**config.mk**
```make
export PLATFORM = sky130hd
export DESIGN_NAME = acc_drain_flat
export DESIGN_NICKNAME = d
export VERILOG_FILES = /design/src/rtl/tpu_pkg.sv /design/src/rtl/acc_drain_if.sv /design/src/rtl/edge_detect_rise.sv /design/src/rtl/acc_drain.sv /design/src/flat_wrapper.sv
export SDC_FILE = /design/constraint.sdc
export NUM_CORES = 1
export LEC_CHECK = 0
export CORE_ASPECT_RATIO = 0.6
export CORE_MARGIN = 8
export CORE_UTILIZATION = 40
export DETAILED_ROUTE_END_ITERATION = 12
export PLACE_DENSITY = 0.76
export RECOVER_POWER = 50
export SLEW_MARGIN = 40
export SYNTH_ARGS = -nofsm -noshare
export SYNTH_HDL_FRONTEND = slang
export SYNTH_SLANG_ARGS = --single-unit
```
**constraint.sdc**
```tcl
create_clock -name clk -period 3 [get_ports clk]
set_clock_uncertainty 0.1 [all_clocks]
set_input_delay 0.9 -clock clk [delete_from_list [all_inputs] [get_ports clk]]
set_output_delay 0.9 -clock clk [all_outputs]
set_load 0.005 [all_outputs]
```
**src/rtl/tpu_pkg.sv**
```systemverilog
// Shared accumulator-drain types and default widths.
// Pure declarations; no logic, no latency, no flow control.
package tpu_pkg;

  localparam int ACC_DATA_W = 32;
  localparam int ACC_ADDR_W = 8;
  localparam int ACC_DEPTH  = 2;

  typedef enum logic [1:0] {
    DR_IDLE,
    DR_SEND,
    DR_DONE
  } drain_state_t;

  // Index counter needs at least one bit even for a single-entry bank.
  function automatic int idx_width(input int depth);
    return (depth > 1) ? $clog2(depth) : 1;
  endfunction

endpackage

```
**src/rtl/acc_drain_if.sv**
```systemverilog
// Unified-buffer write port: one beat per cycle when ub_valid & ub_ready.
// Master holds addr/data/valid stable while ub_ready is low.
interface acc_drain_if
  import tpu_pkg::*;
#(
  parameter int DATA_W = ACC_DATA_W,
  parameter int ADDR_W = ACC_ADDR_W
);

  logic              ub_valid;
  logic              ub_ready;
  logic [ADDR_W-1:0] ub_addr;
  logic [DATA_W-1:0] ub_data;

  modport master (
    output ub_valid,
    output ub_addr,
    output ub_data,
    input  ub_ready
  );

  modport slave (
    input  ub_valid,
    input  ub_addr,
    input  ub_data,
    output ub_ready
  );

endinterface

```
**src/rtl/edge_detect_rise.sv**
```systemverilog
// Registered rising-edge detector: rise = sig_in & ~previous sig_in, same cycle as sig_in rises.
// No backpressure; a held-high level produces exactly one pulse.
module edge_detect_rise (
  input  logic clk,
  input  logic reset,
  input  logic sig_in,
  output logic rise
);

  logic sig_q;
  logic sig_d;

  always_comb begin
    sig_d = sig_in;
  end

  always_ff @(posedge clk) begin
    if (reset) begin
      sig_q <= 1'b0;
    end else begin
      sig_q <= sig_d;
    end
  end

  assign rise = sig_in & ~sig_q;

endmodule

```
**src/rtl/acc_drain.sv**
```systemverilog
// Snapshots DEPTH accumulator words on a full edge and streams them to the UB; first beat 1 cycle
// after capture, done 1 cycle after last accept. ub_ready low stalls with beat held stable.
module acc_drain
  import tpu_pkg::*;
#(
  parameter int DATA_W = ACC_DATA_W,
  parameter int DEPTH  = ACC_DEPTH,
  parameter int ADDR_W = ACC_ADDR_W
) (
  input  logic                    clk,
  input  logic                    reset,
  input  logic                    acc_full,
  input  logic [DEPTH*DATA_W-1:0] acc_words,
  input  logic [ADDR_W-1:0]       base_addr,
  acc_drain_if.master             ub,
  output logic                    busy,
  output logic                    done,
  output logic                    overrun
);

  localparam int               IDX_W    = idx_width(DEPTH);
  localparam logic [IDX_W-1:0] LAST_IDX = IDX_W'(DEPTH - 1);

  logic capture;

  edge_detect_rise u_full_edge (
    .clk    (clk),
    .reset  (reset),
    .sig_in (acc_full),
    .rise   (capture)
  );

  drain_state_t      state_q,    state_d;
  logic [IDX_W-1:0]  idx_q,      idx_d;
  logic [ADDR_W-1:0] addr_q,     addr_d;
  logic [DATA_W-1:0] snap_q [DEPTH];
  logic [DATA_W-1:0] snap_d [DEPTH];
  logic              ub_valid_q, ub_valid_d;
  logic [ADDR_W-1:0] ub_addr_q,  ub_addr_d;
  logic [DATA_W-1:0] ub_data_q,  ub_data_d;
  logic              busy_q,     busy_d;
  logic              done_q,     done_d;
  logic              overrun_q,  overrun_d;

  always_comb begin
    state_d    = state_q;
    idx_d      = idx_q;
    addr_d     = addr_q;
    snap_d     = snap_q;
    ub_valid_d = ub_valid_q;
    ub_addr_d  = ub_addr_q;
    ub_data_d  = ub_data_q;
    busy_d     = busy_q;
    done_d     = 1'b0;
    overrun_d  = overrun_q;

    case (state_q)
      DR_IDLE: begin
        if (capture) begin
          for (int i = 0; i < DEPTH; i++) begin
            snap_d[i] = acc_words[i*DATA_W +: DATA_W];
          end
          addr_d     = base_addr;
          idx_d      = '0;
          busy_d     = 1'b1;
          ub_valid_d = 1'b1;
          ub_addr_d  = base_addr;
          ub_data_d  = acc_words[0 +: DATA_W];
          state_d    = DR_SEND;
        end
      end

      DR_SEND: begin
        // The edge is consumed here; the producer must re-raise full for another tile.
        if (capture) begin
          overrun_d = 1'b1;
        end
        if (ub_valid_q && ub.ub_ready) begin
          if (idx_q == LAST_IDX) begin
            ub_valid_d = 1'b0;
            busy_d     = 1'b0;
            done_d     = 1'b1;
            state_d    = DR_DONE;
          end else begin
            idx_d     = idx_q + 1'b1;
            ub_addr_d = addr_q + ADDR_W'(idx_d);
            ub_data_d = snap_q[idx_d];
          end
        end
      end

      DR_DONE: begin
        if (capture) begin
          overrun_d = 1'b1;
        end
        state_d = DR_IDLE;
      end

      default: begin
        state_d = DR_IDLE;
      end
    endcase
  end

  always_ff @(posedge clk) begin
    if (reset) begin
      state_q    <= DR_IDLE;
      idx_q      <= '0;
      addr_q     <= '0;
      for (int i = 0; i < DEPTH; i++) begin
        snap_q[i] <= '0;
      end
      ub_valid_q <= 1'b0;
      ub_addr_q  <= '0;
      ub_data_q  <= '0;
      busy_q     <= 1'b0;
      done_q     <= 1'b0;
      overrun_q  <= 1'b0;
    end else begin
      state_q    <= state_d;
      idx_q      <= idx_d;
      addr_q     <= addr_d;
      snap_q     <= snap_d;
      ub_valid_q <= ub_valid_d;
      ub_addr_q  <= ub_addr_d;
      ub_data_q  <= ub_data_d;
      busy_q     <= busy_d;
      done_q     <= done_d;
      overrun_q  <= overrun_d;
    end
  end

  assign ub.ub_valid = ub_valid_q;
  assign ub.ub_addr  = ub_addr_q;
  assign ub.ub_data  = ub_data_q;
  assign busy        = busy_q;
  assign done        = done_q;
  assign overrun     = overrun_q;

endmodule

```
**src/flat_wrapper.sv**
```systemverilog
// flat-port wrapper written by rule: the top's interface ports become plain ports
module acc_drain_flat import tpu_pkg::*;
#(
  parameter int DATA_W = ACC_DATA_W,
  parameter int DEPTH  = ACC_DEPTH,
  parameter int ADDR_W = ACC_ADDR_W
)
  (clk, reset, acc_full, acc_words, base_addr, busy, done, overrun, ub_ub_valid, ub_ub_addr, ub_ub_data, ub_ub_ready);
  acc_drain_if #(.DATA_W(DATA_W), .ADDR_W(ADDR_W)) ub_i ();
  input  logic clk;
  input  logic reset;
  input  logic acc_full;
  input  logic [DEPTH*DATA_W-1:0] acc_words;
  input  logic [ADDR_W-1:0] base_addr;
  output logic busy;
  output logic done;
  output logic overrun;
  output wire logic [$bits(ub_i.ub_valid)-1:0] ub_ub_valid;
  output wire logic [$bits(ub_i.ub_addr)-1:0] ub_ub_addr;
  output wire logic [$bits(ub_i.ub_data)-1:0] ub_ub_data;
  input wire logic [$bits(ub_i.ub_ready)-1:0] ub_ub_ready;
  assign ub_ub_valid = ub_i.ub_valid;
  assign ub_ub_addr = ub_i.ub_addr;
  assign ub_ub_data = ub_i.ub_data;
  assign ub_i.ub_ready = ub_ub_ready;
  acc_drain #(.DATA_W(DATA_W), .DEPTH(DEPTH), .ADDR_W(ADDR_W)) u_core (.clk(clk), .reset(reset), .acc_full(acc_full), .acc_words(acc_words), .base_addr(base_addr), .ub(ub_i), .busy(busy), .done(done), .overrun(overrun));
endmodule
```
# Word-level counts from Yosys, hierarchy flattened
# Index checks and enable logic that the tools add are counted.
[totals] ff_bits=119 out_inout_bits=44 elab_cells=60
[op_classes] addsub=2 n_reduce_logical=11 order_cmp=1 n_eq_ne=6 n_bitwise=5 mux=24
[ops] operator="$mux W32" n=6
[ops] operator="$pmux W32 S2" n=1
[ops] operator="$mux W8" n=3
[ops] operator="$pmux W8 S2" n=1
[ops] operator="$add A8 B1 Y8" n=1
[ops] operator="$reduce_and A4 Y1" n=2
[ops] operator="$mux W1" n=7
[ops] operator="$mux W2" n=3
[ops] operator="$ne A2 B1 Y1 const B" n=3
[ops] operator="$reduce_and A3 Y1" n=2
[ops] operator="$pmux W1 S2" n=2
[ops] operator="$pmux W2 S2" n=1
[ops] operator="$reduce_and A2 Y1" n=2
[ops] operator="$not A1 Y1" n=3
[ops] operator="$reduce_or A3 Y1" n=1
[ops] operator="$eq A2 B1 Y1 const B" n=1
[ops] operator="$eq A2 B2 Y1 const B" n=1
[ops] operator="$ge A2 B2 Y1 const B" n=1
[ops] operator="$logic_not A2 Y1" n=1
[ops] operator="$ne A2 B2 Y1 const B" n=1
[ops] operator="$not A1 Y2" n=1
[ops] operator="$reduce_bool A2 Y1" n=1
[ops] operator="$reduce_or A2 Y1" n=1
[ops] operator="$add A1 B1 Y1 const B" n=1
[ops] operator="other kinds (2)" n=2

# Depth between registers and ports, before layout
[logic_depth] ltp_word=8 depth_mapped=8

# By module
# A second synthesis with hierarchy kept.
[unflattened] hier_cells=626 hier_area_um2=5023.6
[modules_own_cells] mod="acc_drain" n_inst=1 seq_area_each_um2=2362.3 area_each_um2=4976.0 cells_per_inst=623
[modules_own_cells] mod="edge_detect_rise" n_inst=1 seq_area_each_um2=20.0 area_each_um2=47.5 cells_per_inst=3

# Worst setup path before layout
# Ideal clock, no wire load.
[synth_timing] path_kind="input to register" startpoint="in acc_full" endpoint="reg u_core.ub_addr_q[3] (netlist: u_core.ub.ub_addr[3])" path_slack_ns=0.872 t_arrival_ns=1.902 t_required_ns=2.774 n_path_buf=2 setup_time_ns=0.126 cell_stages=5 path_cell_list="nand2b_1 -> a221oi_2 -> buf_2 -> buf_2 -> o21ai_0"
[synth_via] elab_chain_cells=3
[synth_rtl] item="start, declared" line_no="flat_wrapper.sv:12" text="input logic acc_full;"
[synth_rtl] item="$and A1 B1 Y1" line_no="edge_detect_rise.sv:25" text="assign rise = sig_in & ~sig_q;"
[synth_rtl] item="$ne A2 B1 Y1 (no source line)"
[synth_rtl] item="$reduce_and A4 Y1 (no source line)"
[synth_rtl] item="end signal, assigned" line_no="acc_drain.sv:125" text="ub_addr_q <= ub_addr_d;"
[synth_rtl] item="end, declared" line_no="acc_drain.sv:39" text="logic [ADDR_W-1:0] ub_addr_q, ub_addr_d;"
# No other way between the ends.
# A chain may end at the register's enable or synchronous reset.

# Worst setup path after layout
[layout_timing] startpoint="in acc_full" endpoint="reg u_core.ub_data_q[18] (netlist: u_core.ub.ub_data[18])"
[layout_via] elab_chain_cells=3
[layout_rtl] item="$and A1 B1 Y1" line_no="edge_detect_rise.sv:25"
[layout_rtl] item="$ne A2 B1 Y1 (no source line)"
[layout_rtl] item="$reduce_and A4 Y1 (no source line)"
[layout_rtl] item="end signal, assigned" line_no="acc_drain.sv:126" text="ub_data_q <= ub_data_d;"
[layout_rtl] item="end, declared" line_no="acc_drain.sv:40" text="logic [DATA_W-1:0] ub_data_q, ub_data_d;"
# No other way between the ends.

==> flow_summary.toml <==
[drt]
wl_per_cell_um = 16.4
ant_nets = 0
wl_um = 10700
dr.pass1.iters = 4
drc = 0
num_vias = 3341
viasPerCell = 5.12
drt_first_iter_violations = 201

[synthesis]
netlist_area_sq_um = 3550
synth_top_cell_by_area = "dfxtp_1"
netlist_instances = 431
synth-seq-cells = 87
synthFlopType = "dfxtp_1"
synth_area_per_cell_sq_um = 8.23
yosysSeqAreaShare_pct = 49.1
synth_most_common_cell = "nand2_1"
yosys_warnings = 0
syn_nets = 512
ys_top_cells_by_count = "92 x nand2_1, 87 x dfxtp_1, 47 x nor2_1"
synth.area.top_cells = "dfxtp_1 49%, nand2_1 9.7%, a21oi_1 6.3%, a211oi_1 5.9%, a22oi_1 5.9%"
synth-async-reset-ratio_pct = 0
synth.distinct_cells = 32
yosysTopAreaCellShare_pct = 49.1
synth-edff-count = 0

[power_and_ir_drop]
p_seq_share_pct = 40.2
switching_power_mw = 0.908
pwr-share-clk_pct = 36.7
leakagePower_nw = 2.03
powerDensity_nw_per_um2 = 664
total_power_mw = 3.45
comb_power_share_pct = 23.1
ir_drop_v = 0.000407
swShare_pct = 26.3
internal-power_mw = 2.54

[cells_and_area]
num-fill-cells = 733
antenna_cells = 0
layout-drive-gt1-share_pct = 6.11
finalInstanceArea_sq_um = 5200
area_growth_pct = 46.6
nets = 616

[cts]
numCtsBuffers = 9
cts_tree = "yes"
cts_sinks = 87
clk_latency_ns = 0.33
clk_root_buffer_cell = "clkbuf_16"
cts_buffer_depth = 2
clk_pin_slew_ns = 0.06
htree_levels = 3
holdBufCountCts = 0
cts_setup_buffers = 0
cts.repair.resized = 0

[placed_design]
port_buffers = 119
placed_area_sq_um = 4860
gp_congestion = 0.841
dp_hpwl_um = 7730
dp_slack_ns = 0.109

[sta]
setup_viol = 0
fmax_ghz = 0.381
timing.final.crit_share_pct = 87.4
drv_slew = 0
fin_crit_ns = 2.62
setup_slack_ns = 0.377
tightest_slew_ns = 0.930
rsz0062_at_grt = "no"
tns_ns = 0
hold_viol = 0
relSlewSlack_pct = 38.0

[grt]
grt_pass1_vias = 3308
gr-usage-met1_pct = 22.9
track_usage_pct = 17.5
gr-usage-met2_pct = 26.5
grt_pass1_wl_um = 16800
grt_util_met3_pct = 5.67
grt_start_max_net_pins = 46
antenna_found_initial = 0
grt_overflow = 0
grt-busiest-layer = "met2"

[worst_setup_path]
worstPathMaxFanout = 14
slowest_delay_ns = 0.56
endpoint_kind = "flop"
start_kind = "input port"
crit_slowest_cell = "dlygate4sd3_1"
cp_top_family = "buffers and inverters"
cp_cell_sequence = "dlygate4sd3_1 -> nand2b_1 -> a221oi_4 -> buf_4 -> nor2_1 -> a211oi_1"
crit_arrival_ns = 2.75
critPathKind = "in2reg"
required_ns = 3.12
crit_buf_inv = 2

[outcome]
status = "complete, no violations"

[die]
row_count = 26
dieArea_sq_um = 12200
die_x_um = 138
coreArea_sq_um = 8560
start_util_pct = 41.5
die_h_um = 88.9
ios = 120

[run]
cap_violations = 0

[hold_path]
hp-class = "reg2reg"
## worst reg2reg max path, cell delays in order, from the launching register on
cell	delay [ns]
dfxtp_1	0.31
inv_1	0.09
ha_1	0.24
buf_4	0.28
inv_1	0.22
nor2_2	0.17
buf_4	0.31
a22oi_1	0.13
a211oi_1	0.28
## path summary, 6_finish.rpt
kind,from,to,slack (ns),depth (start not counted)
hold reg to reg,u_core.snap_q[16],u_core.snap_q[16],0.36,2
setup / recovery,acc_full,u_core.ub.ub_data[18],0.38,6
setup reg to reg,u_core.state_q[1],u_core.ub.ub_data[18],0.76,8
hold / removal,u_core.snap_q[16],u_core.snap_q[16],0.36,2
## cells in the final DEF (no fill, tap or decap), types with 2 or more instances in the layout
master	instances
a211oi_1	28
a21oi_1	45
a22oi_1	28
a311oi_1	6
a31o_2	2
and3_1	2
buf_12	3
buf_4	9
bufinv_16	3
clkbuf_16	9
clkdlybuf4s50_1	75
clkinv_2	2
dfxtp_1	87
dlygate4sd3_1	43
ha_1	5
inv_1	5
mux2i_1	5
nand2_1	92
nand2b_1	2
nand3_1	13
nand4_1	2
nor2_1	47
nor2b_1	2
o211ai_1	3
o21a_1	2
o21ai_0	2
o32ai_1	2
xnor2_1	4
## flip-flops by register name (all words and copies together), names as in the netlist
register,flops
u_core.state_q,2
u_core.snap_q,32
u_core.addr_q,8
u_core.done,1
u_core.idx_q,1
u_core.u_full_edge.sig_q,1
u_core.ub.ub_valid,1
u_core.overrun,1
u_core.ub.ub_addr,8
u_core.ub.ub_data,32
## layer usage
layer	routed length (um)	part of all wire, %	up-vias
met5	0	0	-
met4	94	0.88	0
met3	862	8.0	8
met2	4770	45	103
met1	4990	47	1529
li1	-	-	1701
## layout make-up
| cell class | instances | area, sq um | share of cell area (%) |
|---|---|---|---|
| tap | 112 | 140 | 2.69 |
| inverter | 6 | 22.5 | 0.433 |
| multi-input combinational | 299 | 1630 | 31.4 |
| clock buffer | 10 | 239 | 4.59 |
| clock inverter | 6 | 108 | 2.07 |
| sequential | 87 | 1740 | 33.5 |
| timing repair buffer | 132 | 1320 | 25.3 |
## kinds of logic (layout without fill, tap and decap cells)
kind of cell / after synthesis / after routing / share of synthesized area [%]
and+or+nand+nor: 164 / 164 / 18.6
AOI/OAI and AO/OA: 121 / 121 / 22.9
DFF: 87 / 87 / 49.1
buffers and inverters: 45 / 154 / 5.19
adders and majority gates: 5 / 5 / 1.76
muxes: 5 / 5 / 1.41
xor gates and xnor gates: 4 / 4 / 0.988
## power groups by stage
stage / clock network, mW / logic (mW) / registers [mW]
finish: 1.27 / 0.799 / 1.39
global route: 1.35 / 0.883 / 1.40
floorplan: 0 / 0.395 / 1.40
detailed placement: 0 / 0.837 / 1.41
global placement: 0 / 0.820 / 1.41
CTS: 1.30 / 0.841 / 1.39
## through the flow
| stage | hold WS, ns | instances | util (%) |
|---|---|---|---|
| 6_report | 0.357 | 652 | 60.8 |
| 5_1_grt | 0.375 | 652 | 60.8 |
| 4_1_cts | 0.354 | 652 | 60.8 |
| 3_5_place_dp | 0.346 | 636 | 56.8 |
| 3_3_place_gp | 0.344 | 636 | 56.8 |
| 2_1_floorplan | 0.336 | 431 | - |
Note: power is estimated with default switching activity, not from simulation.
